**src/rtl/bus_arbiter.sv**
```systemverilog
// bus_arbiter: round-robin, non-preemptive single-bus arbiter with a one-cycle turnaround
// and a stall watchdog. Define BUS_ARBITER_PARK_EN to park an idle bus on master 0.
module bus_arbiter #(
    parameter int NUM_MASTERS = 4,
    parameter int WD_CYCLES   = 255,
    parameter int WD_WIDTH    = 8,
    localparam int IDX_W      = (NUM_MASTERS > 1) ? $clog2(NUM_MASTERS) : 1
) (
    input  logic                   clk,
    input  logic                   rst,
    input  logic [NUM_MASTERS-1:0] bus_req,
    output logic [NUM_MASTERS-1:0] bus_grant,
    input  logic                   rd_bus,
    input  logic                   wr_bus,
    input  logic                   fc_bus,
    output logic                   watchdog,
    output logic [IDX_W-1:0]       owner,
    output logic                   bus_busy,
    output logic                   o_dbg_state
);

    typedef enum logic {
        S_IDLE  = 1'b0,
        S_OWNED = 1'b1
    } state_t;

    localparam logic [WD_WIDTH-1:0] WD_LAST = WD_WIDTH'(WD_CYCLES - 1);

    state_t                 r_state;
    logic [NUM_MASTERS-1:0] r_grant;
    logic [IDX_W-1:0]       r_owner;
    logic [IDX_W-1:0]       r_rr_ptr;
    logic [WD_WIDTH-1:0]    r_wd_cnt;
    logic                   r_watchdog;
`ifdef BUS_ARBITER_PARK_EN
    logic                   r_parked;
`endif

    logic                   w_stalled;
    logic                   w_found;
    logic [IDX_W-1:0]       w_cand;
    logic [IDX_W-1:0]       w_winner;
    logic [NUM_MASTERS-1:0] w_winner_oh;
    logic                   w_leave;

    // A transfer is stalled when exactly one strobe is active and no completion has come back.
    assign w_stalled = (rd_bus ^ wr_bus) & ~fc_bus;

    // Round-robin search starts one past the last owner and wraps.
    always_comb begin
        w_found     = 1'b0;
        w_cand      = '0;
        w_winner    = r_rr_ptr;
        w_winner_oh = '0;
        for (int i = 1; i <= NUM_MASTERS; i++) begin
            w_cand = IDX_W'((int'(r_rr_ptr) + i) % NUM_MASTERS);
            if (!w_found && bus_req[w_cand]) begin
                w_found  = 1'b1;
                w_winner = w_cand;
            end
        end
        w_winner_oh[w_winner] = 1'b1;
    end

    always_comb begin
        w_leave = r_watchdog;
`ifdef BUS_ARBITER_PARK_EN
        if (r_parked) begin
            if (!bus_req[0] && (|bus_req)) begin
                w_leave = 1'b1;
            end
        end else if (!bus_req[r_owner]) begin
            w_leave = 1'b1;
        end
`else
        if (!bus_req[r_owner]) begin
            w_leave = 1'b1;
        end
`endif
    end

    always_ff @(posedge clk or negedge rst) begin
        if (!rst) begin
            r_state    <= S_IDLE;
            r_grant    <= '0;
            r_owner    <= '0;
            r_rr_ptr   <= IDX_W'(NUM_MASTERS - 1);
            r_wd_cnt   <= '0;
            r_watchdog <= 1'b0;
`ifdef BUS_ARBITER_PARK_EN
            r_parked   <= 1'b0;
`endif
        end else begin
            r_watchdog <= 1'b0;
            case (r_state)
                S_IDLE: begin
                    r_wd_cnt <= '0;
                    if (w_found) begin
                        r_grant  <= w_winner_oh;
                        r_owner  <= w_winner;
                        r_rr_ptr <= w_winner;
                        r_state  <= S_OWNED;
                    end
`ifdef BUS_ARBITER_PARK_EN
                    else begin
                        // Park on the CPU without disturbing round-robin fairness.
                        r_grant  <= NUM_MASTERS'(1);
                        r_owner  <= '0;
                        r_parked <= 1'b1;
                        r_state  <= S_OWNED;
                    end
`endif
                end
                S_OWNED: begin
                    if (w_leave) begin
                        r_grant  <= '0;
                        r_wd_cnt <= '0;
                        r_state  <= S_IDLE;
`ifdef BUS_ARBITER_PARK_EN
                        r_parked <= 1'b0;
`endif
                    end else begin
`ifdef BUS_ARBITER_PARK_EN
                        if (r_parked && bus_req[0]) begin
                            r_parked <= 1'b0;
                            r_rr_ptr <= '0;
                        end
`endif
                        if (w_stalled) begin
                            if (r_wd_cnt == WD_LAST) begin
                                r_watchdog <= 1'b1;
                                r_wd_cnt   <= '0;
                            end else begin
                                r_wd_cnt <= r_wd_cnt + WD_WIDTH'(1);
                            end
                        end else begin
                            r_wd_cnt <= '0;
                        end
                    end
                end
                default: begin
                    r_state <= S_IDLE;
                    r_grant <= '0;
                end
            endcase
        end
    end

    assign bus_grant   = r_grant;
    assign watchdog    = r_watchdog;
    assign owner       = r_owner;
    assign bus_busy    = |r_grant;
    assign o_dbg_state = r_state;

endmodule
```
**config.mk**
```make
export PLATFORM = sky130hd
export DESIGN_NAME = bus_arbiter
export DESIGN_NICKNAME = d
export VERILOG_FILES = /design/src/rtl/bus_arbiter.sv
export SDC_FILE = /design/constraint.sdc
export NUM_CORES = 1
export LEC_CHECK = 0
export CAP_MARGIN = 20
export CORE_MARGIN = 2
export CORE_UTILIZATION = 56
export CTS_BUF_LIST = sky130_fd_sc_hd__clkbuf_4 sky130_fd_sc_hd__clkbuf_8
export CTS_CLUSTER_DIAMETER = 120
export DETAILED_ROUTE_END_ITERATION = 6
export PLACE_DENSITY = 0.95
export SLEW_MARGIN = 20
export SYNTH_ARGS = -nofsm -noshare
export SYNTH_HDL_FRONTEND = slang
export SYNTH_SLANG_ARGS = --single-unit
```
**constraint.sdc**
```tcl
create_clock -name clk -period 5.2 [get_ports clk]
set_input_delay 1.04 -clock clk [delete_from_list [all_inputs] [get_ports clk]]
set_output_delay 1.04 -clock clk [all_outputs]
set_load 0.01 [all_outputs]
```
After elaboration in Yosys (flattened, before gate mapping)
Index checks and enable logic that the tools add are counted.
Widths: inputs -> output; s select.
Cells by class
  bitwise gates (word level): 4
  reductions and logical operators: 10
  muxes and demuxes: 35
  add/subtract/negate cells: 5
  order comparisons: 7
  eq/ne operators: 3
Operators with widths (number)
  $mux 8: 3
  $lt 2x3->1 const B: 6
  $mux 1: 17
  $pmux 8 s2: 1
  $bmux 1 s2: 5
  $add 8x1->8 const B: 1
  $eq 8x8->1 const B: 1
  $mux 2: 4
  $mux 4: 2
  $pmux 4 s2: 1
  $add 2x1->2 const B: 2
  $add 2x2->2 const B: 2
  $logic_and 1x1->1: 4
  $reduce_and 2->1: 2
  $reduce_or 4->1: 1
  $logic_not 1->1: 3
  $demux 1 s2: 1
  $ge 2x1->1 const B: 1
  $ne 2x1->1 const B: 1
  $ne 2x2->1 const B: 1
  $not 1->1: 2
  $pmux 1 s2: 1
  $and 1x1->1: 1
  $xor 1x1->1: 1
Word-level totals
  output and inout port bits: 9
  register bits: 18
  input bits: 9
  word-level logic and storage cells: 70

Depth between registers and ports, before layout
Gate-level depths: netlist of run 1.
  word-level depth: 19
  mapped depth: 6
  mapped depth without buffers: 5

Worst setup path after synthesis of run 1
No wires, ideal clock.
  path kind: input-to-reg
  start: in bus_req[1]
  end: reg r_wd_cnt[2]
  data required time: 5.129 ns
  path buffers: 1
  stages: 5
  data arrival time: 2.094 ns
  setup slack: 3.035 ns
  setup time: 0.071 ns
  path through: mux4_1 nand3b_1 or4b_4 buf_6 nor2_1
Between the ends
  cells in the longest elaborated chain, start to end: 5
Ends and longest elaborated chain
  from (decl): line 11  | input logic [NUM_MASTERS-1:0] bus_req,
  $bmux 1 s2: line 76  | if (!bus_req[r_owner]) begin
  $mux 1 (implied by the code): line 76
  $mux 1: line 76
  $mux 8: line 115  | if (w_leave) begin
  $pmux 8 s2: line 95  | case (r_state)
  to (signal assigned): line 134  | r_wd_cnt <= r_wd_cnt + WD_WIDTH'(1);
  to (decl): line 33  | logic [WD_WIDTH-1:0] r_wd_cnt;
No other way between the ends. The select of a mux whose other input is x is not followed.
A chain may end at the register's enable or synchronous reset.

Final worst setup path of run 1
  start: reg r_grant[1], in the netlist bus_grant[1]
  end: out bus_busy
Between the ends
  cells in the longest elaborated chain, start to end: 1
Ends and longest elaborated chain
  from (decl): line 30  | logic [NUM_MASTERS-1:0] r_grant;
  from (signal assigned): line 99  | r_grant <= w_winner_oh;
  $reduce_or 4->1: line 152  | assign bus_busy = |r_grant;
  to (decl): line 18  | output logic bus_busy,
No other way between the ends.

==> results.toml, run 1 <==
[floorplan]
start_util_pct = 59.33
dieArea_mm2 = 0.001911
core_area_mm2 = 0.001489
die_w_um = 43.72
num_rows = 14
ios = 18
die_h_um = 43.72

[placement]
dp.final_hpwl_um = 1289
gp_congestion = 0.7710
place_ws_ns = 2.401
portBuffers = 17
place_area_mm2 = 0.001059
placed_cells = 112

[critical_path]
startpoint_type = "flip-flop"
required_ns = 4.16
path_cells = "or4_1 > clkdlybuf4s50_1"
critPathTopFamily = "simple AND/OR/NAND/NOR gates"
crit_fanout = 3
cp_slowest_cell = "or4_1"
critPathCaptureType = "output pin"
worstSetupPathType = "reg -> out"
cpPeakStageDelay_ns = 0.52
critPathArrivalTime_ns = 1.73
crit_buf_inv = 1

[pwr]
peakVddDrop_v = 0.0003796
p_leak_nw = 0.4625
power_density_mw_per_mm2 = 490.2

[job]
maxCapViolCount = 0

[timing]
setup_viol = 0
slew_viol_final = 0
hold_violations = 0
setup_tns_ns = 0
period_share_pct = 53.33
fin_worst_skew_ns = 0.003062
timing.hold.ws_ns = 0.5367
timing.fmax_mhz = 360.6
layout_setup_ws_ns = 2.427
period_minus_slack_ns = 2.773
grt_setup_unrepaired = "false"
tightestPinTransition_ns = 0.7597
slew_headroom_pct = 49.20

[drt]
drc_errors = 0
ant_nets = 0
wl_per_cell_um = 15.34
drt_iter0_drc = 17
num_vias = 693
drt_wl_total_um = 1779
viasPerCell = 5.974
dr.pass1.iters = 4

[logic_synthesis]
ys_seq_area_share_pct = 51.27
syn-cell-area_um2 = 883.3
syn_nets = 92
synth_top_area_share_pct = 45.33
synth_area_leader_cell = "dfrtp_1"
syn_inst = 81
synth_area_leaders = "dfrtp_1 (45%), dfstp_2 (5.9%), nor2_1 (5.1%), xor2_1 (5.0%), mux4_1 (3.0%)"
ys.warnings.count = 0
synth.avg_cell_area_um2 = 10.91
ys_ff_latch = 18
ys_types = 32

[clock_tree]
cts.clk_slew.worst_paths_ns = 0.11
ctsResizeCount = 0
tritoncts = "yes"
hold_buffers = 0
clock_tree.root_cell = "clkbuf_4"
clock_latency_ns = 0.30
clock_sinks = 18
htreeDepth = 1
cts.path.max_buffers = 2
numCtsBuffers = 3
post-cts-setup-buffers = 0

[global_routing]
grt_pass1_vias = 690
grt_max_degree = 19
antenna_found_initial = 0
grt-ovfl-total = 0
grt_pass1_wl_um = 3084
grt_use_total_pct = 22.68

[finish]
finalNetCount = 112
area_growth_pct = 23.94
stdcell_count = 116
layout-drive-gt1-share_pct = 7.000
diodes = 0
finalInstanceArea_mm2 = 0.001095

[outcome]
status = "finished clean"

[hold_path]
hp-class = "reg -> reg"
per-stage QoR:
stage | utilization, % | total power [mW]
after floorplan | - | 0.3413
after global placement | 71.09 | 0.4389
after detailed placement | 71.09 | 0.4479
after CTS | 73.53 | 0.5374
after global routing | 73.53 | 0.5713
final | 73.53 | 0.5367
layout by cell type, fill, tap and decap left out, types with 2 or more instances in the layout:
cell,count
clkbuf_4,3
a21oi_1,4
ha_1,2
a32o_1,2
xor2_1,5
nor4_1,2
nand2_1,3
nor2_1,12
nand3_1,3
xnor2_1,2
dfrtp_1,16
o21ai_0,2
nand2b_1,2
inv_1,3
o21a_1,2
o2bb2ai_1,2
nand4_1,2
clkdlybuf4s50_1,17
dfstp_2,2
worst paths after layout:
check / slack, ns / endpoint / start / cells past startpoint
max in group asynchronous: 3.55 / r_wd_cnt[7]$_DFF_PN0_ / rst / 1
worst min-delay path: 0.54 / bus_grant[3]$_DFFE_PN0P_ / bus_grant[3]$_DFFE_PN0P_ / 1
worst max register to register: 3.35 / bus_grant[2]$_DFFE_PN0P_ / r_rr_ptr[1]$_DFFE_PN1P_ / 4
worst max-delay path: 2.43 / bus_busy / bus_grant[1]$_DFFE_PN0P_ / 2
min in group asynchronous: 1.17 / bus_grant[1]$_DFFE_PN0P_ / rst / 1
worst min register to register: 0.54 / bus_grant[3]$_DFFE_PN0P_ / bus_grant[3]$_DFFE_PN0P_ / 1
layout make-up:
cell class	instances	area, um^2
Clock buffer	4	36.28
Inverter	3	11.26
Tap cell	16	20.02
Timing Repair Buffer	17	170.2
Multi-Input combinational cell	58	404.1
Sequential cell	18	452.9
Fill cell	99	394.1
registers in the layout, summed over array words and instances, names as in the netlist:
name	flops
r_wd_cnt	8
bus_grant	4
watchdog	1
r_rr_ptr	2
o_dbg_state	1
owner	2
cell usage after synthesis:
master / count
dfrtp_1: 16
nor2_1: 12
xor2_1: 5
a21oi_1: 4
inv_1: 3
nand2_1: 3
nand3_1: 3
a32o_1: 2
dfstp_2: 2
ha_1: 2
nand2b_1: 2
nand4_1: 2
nor4_1: 2
o21a_1: 2
o21ai_0: 2
o2bb2ai_1: 2
xnor2_1: 2
a311oi_1: 1
and3_1: 1
and3b_1: 1
and4_1: 1
buf_6: 1
clkbuf_1: 1
mux2i_1: 1
mux4_1: 1
nand3b_1: 1
nor2b_1: 1
o31a_1: 1
o31ai_1: 1
or3_1: 1
or4_1: 1
or4b_4: 1
metal layers:
metal / vias up / routed length [um] / track usage [%]
met1: 329 / 801 / 30.66
li1: 336 / - / -
met2: 23 / 832 / 35.00
met4: 0 / 42 / 10.91
met5: - / 0 / 0
met3: 5 / 103 / 4.583
report_power, final:
part           total, mW  switching, mW  leakage [nW]  internal [mW]
Combinational      0.225          0.101         0.208          0.124
Sequential         0.223         0.0400         0.234          0.183
Clock             0.0891         0.0464        0.0210         0.0427
cell families after synthesis:
family,count (synthesis),synth area share [%]
and+or+nand+nor,32,19.69
DFF,18,51.27
buffers and inverters,5,2.974
adders and majority gates,2,2.832
muxes,2,4.108
xor gates and xnor gates,7,6.941
AOI/OAI and AO/OA,15,12.18
(Power assumes the default switching activity.)
==> run 2: changes to the inputs <==
- CORE_UTILIZATION: 56 -> 52
- PLACE_DENSITY: 0.95 -> 0.91
- clock period: 5.2 -> 2.7 ns (I/O delays scaled with it)
==> run 2 against run 1 <==
Effect of this change: register-to-register slack worse by 2.4 ns; cell area is 0.69% higher; total power is 93% higher; sequential power is 92% higher; sequential share of layout area decreased by 0.28 points; clock skew rose by 0.0032 ns; count of clock-buffer cells in the layout stayed put.
==> results.toml, run 2 (same netlist as run 1, synthesis figures left out) <==
[clock_tree]
clock_sinks = 18
clock_tree.root_cell = "clkbuf_4"
ctsResizeCount = 0
numCtsBuffers = 3
hold_buffers = 0
clock_latency_ns = 0.30
cts.path.max_buffers = 2
tritoncts = "yes"
cts.clk_slew.worst_paths_ns = 0.11
htreeDepth = 1
post-cts-setup-buffers = 0

[critical_path]
r2r_slack_ns = 0.99
r2r_cells = 4
critPathCaptureType = "output pin"
required_ns = 2.16
worstSetupPathType = "reg -> out"
regToRegStartpoint = "owner[0]$_DFFE_PN0P_"
r2r-end = "bus_grant[2]$_DFFE_PN0P_"
critPathArrivalTime_ns = 1.75
crit_fanout = 3
startpoint_type = "flip-flop"

[global_routing]
grt_pass1_vias = 627
grt-ovfl-total = 0
antenna_found_initial = 0
grt_pass1_wl_um = 2842
grt_max_degree = 19
grt_use_total_pct = 19.61

[timing]
setup_tns_ns = 0
tightestPinTransition_ns = 0.7746
hold_violations = 0
grt_setup_unrepaired = "false"
period_minus_slack_ns = 2.286
timing.fmax_mhz = 437.4
setup_viol = 0
period_share_pct = 84.68
fin_worst_skew_ns = 0.006282
timing.hold.ws_ns = 0.5259
slew_headroom_pct = 48.20
slew_viol_final = 0

[floorplan]
die_w_um = 45.22
start_util_pct = 57.31
core_area_mm2 = 0.001541
ios = 18
die_h_um = 45.22
num_rows = 14
dieArea_mm2 = 0.002044

[outcome]
status = "finished clean"

[placement]
gp_congestion = 0.7129
dp.final_hpwl_um = 1304
portBuffers = 17

[hold_path]
hp-class = "reg -> reg"
whs_path_depth = 1
hp-start = "bus_grant[3]$_DFFE_PN0P_"
min_to = "bus_grant[3]$_DFFE_PN0P_"

[finish]
layout-drive-gt1-share_pct = 7.921
fin_util_pct = 71.51
final_common_cell = "clkdlybuf4s50_1"
largest_reg_flops = 8
finalNetCount = 113
area_growth_pct = 24.79
final_cell_mix = "clkdlybuf4s50_1 (17), dfrtp_1 (16), nor2_1 (12), xor2_1 (5), a21oi_1 (4)"
largest-register = "r_wd_cnt"
nFillCells = 120
diodes = 0

[pwr]
power_density_mw_per_mm2 = 941.5
p_total_mw = 1.038
p_leak_nw = 0.4673
peakVddDrop_v = 0.0007055

[drt]
viasPerCell = 5.872
drc_errors = 0
drt_wl_total_um = 1703
wl_per_cell_um = 14.56
dr.pass1.iters = 5
num_vias = 687
ant_nets = 0
drt_iter0_drc = 12

[job]
maxCapViolCount = 0
==> run 2: cell type report <==
type / instances / area [um^2] / area share (%)
multi-input cells: 58 / 404.1 / 36.66
flip-flops and latches: 18 / 452.9 / 41.09
clock buffers: 4 / 36.28 / 3.292
repair buffers: 18 / 177.7 / 16.12
well taps: 16 / 20.02 / 1.816
inverters: 3 / 11.26 / 1.022
==> run 2: power breakdown <==
group	internal (mW)	leakage, nW	switching (mW)
Clock	0.0822	0.0210	0.0868
Combinational	0.248	0.213	0.192
Sequential	0.352	0.234	0.0764
Total	0.682	0.467	0.356
==> run 2: worst max-delay path by stage <==
stage / cells past startpoint / endpoint / from
after floorplan: 5 / bus_grant[0]$_DFFE_PN0P_ / r_rr_ptr[1]$_DFFE_PN1P_
after global placement: 5 / r_wd_cnt[2]$_DFF_PN0_ / bus_req[3]
after CTS: 2 / bus_busy / bus_grant[1]$_DFFE_PN0P_
after detailed placement: 5 / r_wd_cnt[2]$_DFF_PN0_ / bus_req[3]
after global routing: 2 / bus_busy / bus_grant[1]$_DFFE_PN0P_
final: 2 / bus_busy / bus_grant[1]$_DFFE_PN0P_
==> run 2: per-layer routing <==
metal  track usage [%]  up-vias  share of wire [%]
met3             3.200        5                4.2
li1                  -      332                  -
met4             8.824        0                2.0
met1             27.06      333                 48
met2             30.29       17                 46
met5                 0        -                  0
==> run 2: metrics by stage <==
step                area [um^2]  setup WS (ns)  std cells
finish                     1102         0.4136        117
global route               1102         0.3870        117
CTS                        1102         0.4135        117
detailed placement         1066         0.4115        113
global placement           1066         0.4501        113
floorplan                 883.3         0.9433         81
==> run 2: critical path: stages (launching register included) <==
cell and delay (ns):
dfrtp_1 0.43, or4_1 0.53, clkdlybuf4s50_1 0.49
